## config.mk

```make
export PLATFORM = sky130hd
export DESIGN_NAME = wishbone_arbiter
export DESIGN_NICKNAME = d
export VERILOG_FILES = /design/src/rtl/wishbone_arbiter.sv
export SDC_FILE = /design/constraint.sdc
export NUM_CORES = 1
export LEC_CHECK = 0
export BUFFER_PORTS_ARGS = -buffer_cell sky130_fd_sc_hd__buf_4
export CAP_MARGIN = 20
export CORE_AREA = 2 2 123 125
export CTS_CLUSTER_DIAMETER = 50
export DETAILED_ROUTE_END_ITERATION = 10
export DIE_AREA = 0 0 125 127
export SKIP_LAST_GASP = 1
export SYNTH_ARGS = -nofsm -noshare
export SYNTH_HDL_FRONTEND = slang
export SYNTH_SLANG_ARGS = --single-unit
```

## constraint.sdc

```tcl
create_clock -name clk_i -period 5.04 [get_ports clk_i]
set_input_delay 1.008 -clock clk_i [delete_from_list [all_inputs] [get_ports clk_i]]
set_output_delay 1.008 -clock clk_i [all_outputs]
set_load 0.02 [all_outputs]
```

## src/rtl/wishbone_arbiter.sv

```systemverilog
// Two-master, one-slave Wishbone classic arbiter with round-robin grant and
// bus locking for the whole CYC period. The registered grant selects a
// combinational mux of the granted master's signals towards the slave.
// Optional ACK watchdog: define ARB_TIMEOUT_EN to enable it.
module wishbone_arbiter #(
    parameter int unsigned AW      = 32,
    parameter int unsigned DW      = 32,
    parameter int unsigned TIMEOUT = 255
) (
    input  logic            clk_i,
    input  logic            rst_i,
    // Master 0
    input  logic [AW-1:0]   m0_adr_i,
    input  logic [DW-1:0]   m0_dat_i,
    input  logic            m0_we_i,
    input  logic [DW/8-1:0] m0_sel_i,
    input  logic            m0_stb_i,
    input  logic            m0_cyc_i,
    output logic [DW-1:0]   m0_dat_o,
    output logic            m0_ack_o,
    output logic            m0_err_o,
    // Master 1
    input  logic [AW-1:0]   m1_adr_i,
    input  logic [DW-1:0]   m1_dat_i,
    input  logic            m1_we_i,
    input  logic [DW/8-1:0] m1_sel_i,
    input  logic            m1_stb_i,
    input  logic            m1_cyc_i,
    output logic [DW-1:0]   m1_dat_o,
    output logic            m1_ack_o,
    output logic            m1_err_o,
    // Slave
    output logic [AW-1:0]   s_adr_o,
    output logic [DW-1:0]   s_dat_o,
    output logic            s_we_o,
    output logic [DW/8-1:0] s_sel_o,
    output logic            s_stb_o,
    output logic            s_cyc_o,
    input  logic [DW-1:0]   s_dat_i,
    input  logic            s_ack_i,
    // Current grant, one-hot
    output logic [1:0]      gnt_o
);

    if (DW % 8 != 0) begin : g_bad_dw
        $error("DW must be a multiple of 8");
    end
    if (TIMEOUT < 1 || TIMEOUT > 65535) begin : g_bad_timeout
        $error("TIMEOUT must be in 1..65535");
    end

    typedef enum logic [1:0] {StIdle, StGnt0, StGnt1} state_e;

    state_e state_q, state_d;
    logic   last_q, last_d;   // 1 = master 1 was served last

    logic   cur_stb;          // raw strobe of the granted master
    logic   stb_block;        // watchdog mask on the slave strobe
    logic   to_err;           // watchdog error pulse for the granted master

    // Grant state and round-robin pointer
    always_ff @(posedge clk_i) begin
        if (rst_i) begin
            state_q <= StIdle;
            last_q  <= 1'b1;
        end else begin
            state_q <= state_d;
            last_q  <= last_d;
        end
    end

    // Arbitration: hold while the owner keeps CYC, hand over directly on release
    always_comb begin
        state_d = state_q;
        last_d  = last_q;
        unique case (state_q)
            StIdle: begin
                if (m0_cyc_i && m1_cyc_i) state_d = last_q ? StGnt0 : StGnt1;
                else if (m0_cyc_i)        state_d = StGnt0;
                else if (m1_cyc_i)        state_d = StGnt1;
            end
            StGnt0: begin
                if (!m0_cyc_i) begin
                    last_d  = 1'b0;
                    state_d = m1_cyc_i ? StGnt1 : StIdle;
                end
            end
            StGnt1: begin
                if (!m1_cyc_i) begin
                    last_d  = 1'b1;
                    state_d = m0_cyc_i ? StGnt0 : StIdle;
                end
            end
            default: state_d = StIdle;
        endcase
    end

    // Strobe of whichever master currently owns the bus
    always_comb begin
        cur_stb = 1'b0;
        unique case (state_q)
            StGnt0:  cur_stb = m0_stb_i;
            StGnt1:  cur_stb = m1_stb_i;
            default: cur_stb = 1'b0;
        endcase
    end

`ifdef ARB_TIMEOUT_EN
    localparam logic [15:0] TimeoutVal = 16'(TIMEOUT);

    logic [15:0] cnt_q, cnt_d;
    logic        mask_q, mask_d;
    logic        granted;
    logic        to_hit;

    assign granted   = (state_q != StIdle);
    assign to_hit    = granted && (cnt_q == TimeoutVal);
    assign stb_block = mask_q || to_hit;
    // ACK wins over a simultaneous timeout
    assign to_err    = to_hit && !s_ack_i;

    // Watchdog counter and strobe mask
    always_ff @(posedge clk_i) begin
        if (rst_i) begin
            cnt_q  <= '0;
            mask_q <= 1'b0;
        end else begin
            cnt_q  <= cnt_d;
            mask_q <= mask_d;
        end
    end

    // Count stalled strobe cycles; clear on ACK, grant change, idle strobe or timeout
    always_comb begin
        cnt_d  = '0;
        mask_d = 1'b0;
        if (granted && (state_d == state_q) && cur_stb) begin
            if (!to_hit && !mask_q && !s_ack_i) cnt_d = cnt_q + 16'd1;
            // Mask stays until the master withdraws its strobe
            mask_d = mask_q || to_err;
        end
    end
`else
    assign stb_block = 1'b0;
    assign to_err    = 1'b0;
`endif

    // Output mux driven by the registered grant, forced quiet during reset
    always_comb begin
        s_adr_o  = '0;
        s_dat_o  = '0;
        s_we_o   = 1'b0;
        s_sel_o  = '0;
        s_stb_o  = 1'b0;
        s_cyc_o  = 1'b0;
        m0_ack_o = 1'b0;
        m0_err_o = 1'b0;
        m1_ack_o = 1'b0;
        m1_err_o = 1'b0;
        m0_dat_o = s_dat_i;
        m1_dat_o = s_dat_i;
        gnt_o    = 2'b00;
        unique case (state_q)
            StGnt0: begin
                gnt_o    = 2'b01;
                s_adr_o  = m0_adr_i;
                s_dat_o  = m0_dat_i;
                s_we_o   = m0_we_i;
                s_sel_o  = m0_sel_i;
                s_stb_o  = cur_stb && !stb_block;
                s_cyc_o  = m0_cyc_i;
                m0_ack_o = s_ack_i;
                m0_err_o = to_err;
            end
            StGnt1: begin
                gnt_o    = 2'b10;
                s_adr_o  = m1_adr_i;
                s_dat_o  = m1_dat_i;
                s_we_o   = m1_we_i;
                s_sel_o  = m1_sel_i;
                s_stb_o  = cur_stb && !stb_block;
                s_cyc_o  = m1_cyc_i;
                m1_ack_o = s_ack_i;
                m1_err_o = to_err;
            end
            default: ;
        endcase
        if (rst_i) begin
            s_cyc_o  = 1'b0;
            s_stb_o  = 1'b0;
            s_we_o   = 1'b0;
            m0_ack_o = 1'b0;
            m0_err_o = 1'b0;
            m1_ack_o = 1'b0;
            m1_err_o = 1'b0;
        end
    end

endmodule

```

**Word-level counts from Yosys, hierarchy flattened**

Cells that the tools add are included.

- Register bits after elaboration: 3
- Bits of input ports: 177
- Output and inout bits: 141
- Word-level logic and storage cells: 40

- Equal/unequal tests: 5
- Mux-type cells: 27
- Reduce and logical (&&, ||, !) cells: 6

Operators by type and width:

| kind | number |
|---|---|
| $pmux W32 S2 | 2 |
| $mux W2 | 7 |
| $mux W1 | 12 |
| $pmux W4 S2 | 1 |
| $pmux W1 S2 | 3 |
| $pmux W2 S3 | 1 |
| $reduce_and A3 Y1 | 2 |
| $ne A2 B2 Y1 const B | 2 |
| $ne A4 B4 Y1 const B | 1 |
| $pmux W2 S2 | 1 |
| $eq A2 B1 Y1 const B | 1 |
| $eq A2 B2 Y1 const B | 1 |
| $logic_not A2 Y1 | 1 |
| $reduce_bool A2 Y1 | 1 |
| $reduce_or A2 Y1 | 1 |
| $logic_and A1 B1 Y1 | 1 |

**Logic depth before layout (Yosys ltp)**

Gate-level depths: netlist of run 1.

- Word-level depth: 4
- Gate-level depth with buffers: 6
- Gate-level depth less buffers: 6

**Worst setup path after synthesis of run 1**

OpenSTA, ideal clock, no wires.

- Path type: register to output
- From: reg state_q[0]
- To: out s_adr_o[0]
- Arrival time: 1.529 ns
- Required time: 4.032 ns
- Slack: 2.503 ns
- Stages on the path, launching flop included: 6
- Path buffers: 2
- Cells stage by stage: dfxtp_1 > inv_1 > ha_1 > buf_2 > clkbuf_1 > nor2b_1

- Cells in the longest elaborated chain, start to end: 2
- Elaborated cells on any way between the ends: 3
- Those cells by class: eq/ne: 2; mux: 1

Ends and longest elaborated chain:

| element | line | source |
|---|---|---|
| start: declaration | 54 | `state_e state_q, state_d;` |
| start signal: assignment | 64 | `state_q <= StIdle;` |
| start signal: assignment | 67 | `state_q <= state_d;` |
| $eq A2 B2 Y1 or $eq A2 B1 Y1 (tied branches) | 163 | `unique case (state_q)` |
| $pmux W32 S2 (*) | 163 |  |
| end: declaration | 33 | `output logic [AW-1:0] s_adr_o,` |

Every way passes the cells marked *; elsewhere a longest branch is shown, timed or not.

**Worst setup path after layout of run 1**

- From: reg state_q[0]
- To: out s_dat_o[19]

- Cells in the longest elaborated chain, start to end: 2
- Elaborated cells on any way between the ends: 3
- Those cells by class: eq/ne: 2; mux: 1

Ends and longest elaborated chain:

| element | line | source |
|---|---|---|
| $eq A2 B2 Y1 or $eq A2 B1 Y1 (tied branches) | 163 |  |
| $pmux W32 S2 (*) | 163 |  |
| end: declaration | 34 | `output logic [DW-1:0] s_dat_o,` |

Marks and branches as above.

==> impl_metrics.toml, run 1 <==
[critical_path]
required_ps = 4030
critPathLaunchType = "flip-flop"
cp-end-kind = "output port"
arrival_ps = 2390
crit_type = "reg2out"
crit_path_max_fanout = 42

[pwr]
power_uw = 809
ir_drop_mv = 0.111
powerDensity_nw_per_um2 = 250
p_leak_uw = 0.00145

[sta]
worstMarginPinSlew_ps = 1010
drv_slew = 0
tns_ps = 0
rsz0062_at_grt = "false"
max_freq_mhz = 294
finClkSkew_ps = 1.35
hold_viol = 0
maxSlewHeadroom = 0.328
finalSetupViolCount = 0
fin_crit_ps = 3400
fin_crit_sh = 0.675

[global_routing]
antenna_found_initial = 0
grt_pass1_wl_um = 11100
overflow = 0
grt_max_degree = 70
track_usage = 0.0853
grt_pass1_vias = 2191

[yosys]
syn_area_per_cell_um2 = 7.06
syn_inst = 264
synth-seq-area-share = 0.0322
syn_area_um2 = 1860
yosys_warnings = 0
synth-seq-cells = 3
synth_cell_type_count = 25

[die]
dieArea_um2 = 15900
num_rows = 44
io_pins = 318
initial_core_util = 0.129
chipHeight_um = 127
die_x_um = 125
core_area_um2 = 14400

[final_layout]
final_common_cell = "buf_4"
n_antenna_cell = 0
nFillCells = 1640
layout_common_cells = "221 x buf_4, 70 x a22oi_1, 68 x nor2b_1"
final_cells = 584
final_layout_size_suffix_gt1_frac = 0.575
seqCellArea_um2 = 60.1
multi_input_area_um2 = 1200
nets = 584
syn2layout_area_growth_pct = 73.8

[drt]
dr.first_iter.drc_count = 89
firstDrtPassIters = 4
vias = 2316
wl_um = 7650
via_per_inst = 3.97
drc = 0
drtAntennaViolNets = 0
routedWlPerCell_um = 13.1

[clocking]
root_buffer = "clkbuf_16"
clockBufferDepth = 2
cts_tree = "built"
numCtsBuffers = 3
post_cts_buffers = 0
htreeDepth = 1
ctsHoldBuffers = 0
cts.clk_slew.worst_paths_ps = 30
clock_sinks = 3
worstSkewPairLatency_ps = 220
cts_resized = 0

[placed_design]
hpwlAfterDp_um = 5940
gp_congestion = 0.723
place_inst = 580
port_buffers = 219

[run_status]
status = "finished, final reports clean"

[worst_hold_path]
hold_class = "reg2reg"

[flow_run]
max-cap-violations = 0
==> sequential cells by signal (all words and copies together), names as in the netlist <==
name / flops
last_q: 1
state_q: 2
==> cell type report <==
class / instances / area share
Timing Repair Buffer: 221 / 0.512
Clock buffer: 4 / 0.0243
Tap cell: 184 / 0.0710
Sequential cell: 3 / 0.0185
Inverter: 3 / 0.00347
Multi-Input combinational cell: 169 / 0.371
==> worst paths after layout <==
path	to	from	slack, ps	cells after the start
worst min register to register	last_q	last_q	520	2
worst max register to register	state_q[1]	state_q[1]	2930	7
worst min-delay path	last_q	last_q	520	2
worst max-delay path	s_dat_o[19]	state_q[0]	1640	6
==> routing by layer <==
metal | share of wire | routed length, um | GRT usage
met1 | 0.36 | 2720 | 0.0913
met2 | 0.50 | 3800 | 0.150
met4 | 0.033 | 251 | 0.0405
met5 | 0 | 0 | 0
met3 | 0.11 | 876 | 0.0314
==> where the power goes <==
part	internal [uW]	leakage [uW]	switching (uW)
combinational	314	0.00139	333
clock	104	0.0000382	22.3
sequential	29.0	0.0000247	5.99
total	448	0.00145	362
==> Yosys cell counts <==
| master | number | share of area |
|---|---|---|
| a22oi_1 | 70 | 0.28 |
| nor2b_1 | 68 | 0.23 |
| buf_4 | 67 | 0.27 |
| clkbuf_1 | 12 | 0.024 |
| buf_2 | 11 | 0.030 |
| ha_1 | 6 | 0.040 |
| nand2b_1 | 4 | 0.013 |
| nor2_1 | 4 | 0.0081 |
| dfxtp_1 | 3 | 0.032 |
| inv_1 | 3 | 0.0060 |
| and3b_1 | 2 | 0.0094 |
| a211o_1 | 1 | 0.0047 |
| a211oi_1 | 1 | 0.0040 |
| a21boi_0 | 1 | 0.0040 |
| a21o_1 | 1 | 0.0040 |
| a21oi_1 | 1 | 0.0027 |
| a21oi_2 | 1 | 0.0047 |
| a22oi_2 | 1 | 0.0067 |
| a32oi_1 | 1 | 0.0047 |
| conb_1 | 1 | 0.0020 |
| mux2i_1 | 1 | 0.0054 |
| nand2_1 | 1 | 0.0020 |
| nand3b_1 | 1 | 0.0040 |
| o21ai_2 | 1 | 0.0047 |
| o22ai_1 | 1 | 0.0034 |
==> critical path, cell delays in order, from the launching register on <==
cell	delay, ps
dfxtp_1	340
inv_1	120
ha_2	790
buf_4	450
a22oi_1	140
nor2b_1	140
buf_4	150
==> cell families (layout without fill, tap and decap cells) <==
logic type | after synthesis | in the layout | synth area share
buffers and inverters | 93 | 228 | 0.330
AO/OA/AOI/OAI | 80 | 80 | 0.326
AND/OR/NAND/NOR | 80 | 80 | 0.265
adder cells (fa/ha/maj) | 6 | 6 | 0.0403
flip-flops | 3 | 3 | 0.0322
other | 1 | 2 | 0.00201
multiplexers | 1 | 1 | 0.00537
==> metrics by stage <==
stage / utilization / setup WS, ps / hold slack [ps] / area, um2
floorplan: - / 2500 / 466 / 1870
global placement: 0.219 / 1860 / 511 / 3160
detailed placement: 0.219 / 1830 / 518 / 3160
CTS: 0.225 / 1630 / 525 / 3240
global route: 0.225 / 1440 / 552 / 3240
finish: 0.225 / 1640 / 523 / 3240
(Power assumes the default switching activity.)
==> run 2: changes to the inputs <==
- ABC_AREA: not set -> 1
- CORE_AREA: 2 2 123 125 -> 2 2 124 126
- DIE_AREA: 0 0 125 127 -> 0 0 126 128
- clock period: 5.04 -> 3 ns (I/O delays scaled with it)
==> impl_metrics.toml, run 2 <==
[run_status]
status = "finished, final reports clean"

[clocking]
post_cts_buffers = 0
worstSkewPairLatency_ps = 230
ctsHoldBuffers = 0
cts.clk_slew.worst_paths_ps = 30
clockBufferDepth = 2
clock_sinks = 3
numCtsBuffers = 3
htreeDepth = 1
cts_tree = "built"
root_buffer = "clkbuf_16"
cts_resized = 0

[sta]
worstMarginPinSlew_ps = 527
maxSlewHeadroom = 0.649
fin_crit_sh = 0.840
finalSetupViolCount = 0
rsz0062_at_grt = "false"
layout_setup_ws_ps = 480
max_freq_mhz = 397
drv_slew = 0
fin_crit_ps = 2520
hold_viol = 0
tns_ps = 0
finClkSkew_ps = 2.68

[drt]
vias = 2537
wl_um = 8200
routedWlPerCell_um = 12.1
dr.first_iter.drc_count = 85
drc = 0
drtAntennaViolNets = 0
firstDrtPassIters = 4
via_per_inst = 3.76

[yosys]
synth_largest_area_cell = "nand2_1"
synth-seq-cells = 3
yosys_most_used_dff = "dfxtp_1"
synth-seq-area-share = 0.0334
ys_async_sr_fraction = 0
yosys_warnings = 0
synth_edf_count = 0
yosys-top-cells-count = "154 x nand2_1, 72 x a21oi_1, 67 x buf_4"
syn_area_um2 = 1800
synth.area.top_cells = "nand2_1 32%, buf_4 28%, a21oi_1 20%, buf_2 5.0%, ha_1 4.2%"
syn_area_per_cell_um2 = 5.18
synth_top_area_frac = 0.322
yosysMostFrequentCell = "nand2_1"
syn_inst = 347
synth_cell_type_count = 18

[critical_path]
crit_slowest_cell = "dfxtp_1"
worstReg2RegEnd = "state_q[0]"
rrSetupSlack_ps = 1610
crit_end = "s_adr_o[14]"
arrival_ps = 1920
worstSetupStartpoint = "state_q[1]"
cp.depth = 6
r2r_start = "state_q[1]"
crit_buf_inv = 3
crit_path_max_fanout = 63
worst_r2r_path_depth = 9
required_ps = 2400
cp-end-kind = "output port"
crit_type = "reg2out"
max_stage_delay_ps = 340
critPathLaunchType = "flip-flop"
path_cells = "inv_1 -> ha_2 -> buf_12 -> nand2_1 -> a21oi_1 -> buf_4"
cp_top_family = "buffers and inverters"

[final_layout]
final_layout_size_suffix_gt1_frac = 0.487
final_common_cell = "buf_4"
largest_reg_flops = 2
n_antenna_cell = 0
syn2layout_area_growth_pct = 79.6
top_register = "state_q"
reg_top3 = "state_q (2), last_q (1)"
nets = 671
layout_common_cells = "222 x buf_4, 154 x nand2_1, 72 x a21oi_1"

[global_routing]
overflow = 0
antenna_found_initial = 0
grt_pass1_wl_um = 11900
grt_pass1_vias = 2219
track_usage = 0.0902
grt_max_degree = 64

[worst_hold_path]
hold_class = "reg2reg"

[placed_design]
port_buffers = 219
gp_congestion = 0.766
hpwlAfterDp_um = 6600
place_ws_ps = 707

[pwr]
p_leak_uw = 0.00152
powerDensity_nw_per_um2 = 423
power_uw = 1370
ir_drop_mv = 0.316

[die]
initial_core_util = 0.121
dieArea_um2 = 16100
die_x_um = 126
num_rows = 45
core_area_um2 = 14900
io_pins = 318
chipHeight_um = 128

[flow_run]
max-cap-violations = 0
run 2: changes by cell type in the layout (fill, tap and decap cells not counted), sizes merged, moves of 2 or more:
cell / before / now
nor2b: 68 / 0
a22oi: 71 / 0
and3b: 2 / 0
buf: 221 / 225
inv: 3 / 8
a21oi: 2 / 72
nand2b: 4 / 0
nand2: 1 / 157
run 2: layout make-up:
| type | instances | area (um2) |
|---|---|---|
| fillers | 1711 | 11600 |
| repair buffers | 225 | 1730 |
| multi-input cells | 247 | 1100 |
| well taps | 188 | 235 |
| clock buffers | 4 | 78.8 |
| flip-flops and latches | 3 | 60.1 |
| inverters | 8 | 30.0 |
run 2: per-layer routing:
| metal | global-route usage | vias up | share of wire |
|---|---|---|---|
| met1 | 0.109 | 1064 | 0.39 |
| met2 | 0.149 | 134 | 0.48 |
| li1 | - | 1300 | - |
| met4 | 0.0388 | 0 | 0.038 |
| met3 | 0.0267 | 39 | 0.097 |
| met5 | 0 | - | 0 |
run 2: cells by family after synthesis:
group	count (synthesis)	synth area share
AND/OR/NAND/NOR	164	0.351
buffers and inverters	98	0.361
AO/OA/AOI/OAI	75	0.210
adder cells (fa/ha/maj)	6	0.0418
flip-flops	3	0.0334
other	1	0.00209
run 2: how the worst min path moves through the flow:
stage	start	to	slack, ps	depth (start not counted)
6_report	state_q[1]	state_q[1]	530	2
5_1_grt	state_q[1]	state_q[1]	550	2
4_1_cts	state_q[1]	state_q[1]	530	2
3_5_place_dp	state_q[1]	state_q[1]	530	2
3_3_place_gp	state_q[1]	state_q[1]	510	2
2_1_floorplan	state_q[1]	state_q[1]	490	2
run 2: worst reg2reg max path, delay by kind of cell (launching register included):
kind / cells / cell delay, ps
buffers and inverters: 2 / 150
AO/OA/AOI/OAI: 1 / 130
flip-flops: 1 / 390
adder cells (fa/ha/maj): 1 / 270
AND/OR/NAND/NOR: 5 / 370
run 2: power by group:
group          leakage, uW  switching, uW  internal, uW
clock            0.0000382           40.8           176
combinational      0.00145            654           435
sequential       0.0000247           10.1          49.5
total              0.00152            705           660
run 2: stage by stage:
step	utilization	hold slack (ps)	area [um2]	cells
CTS	0.217	529	3230	675
floorplan	-	485	1800	348
finish	0.217	530	3230	675
global route	0.217	547	3230	675
detailed placement	0.212	526	3150	671
global placement	0.212	513	3150	671
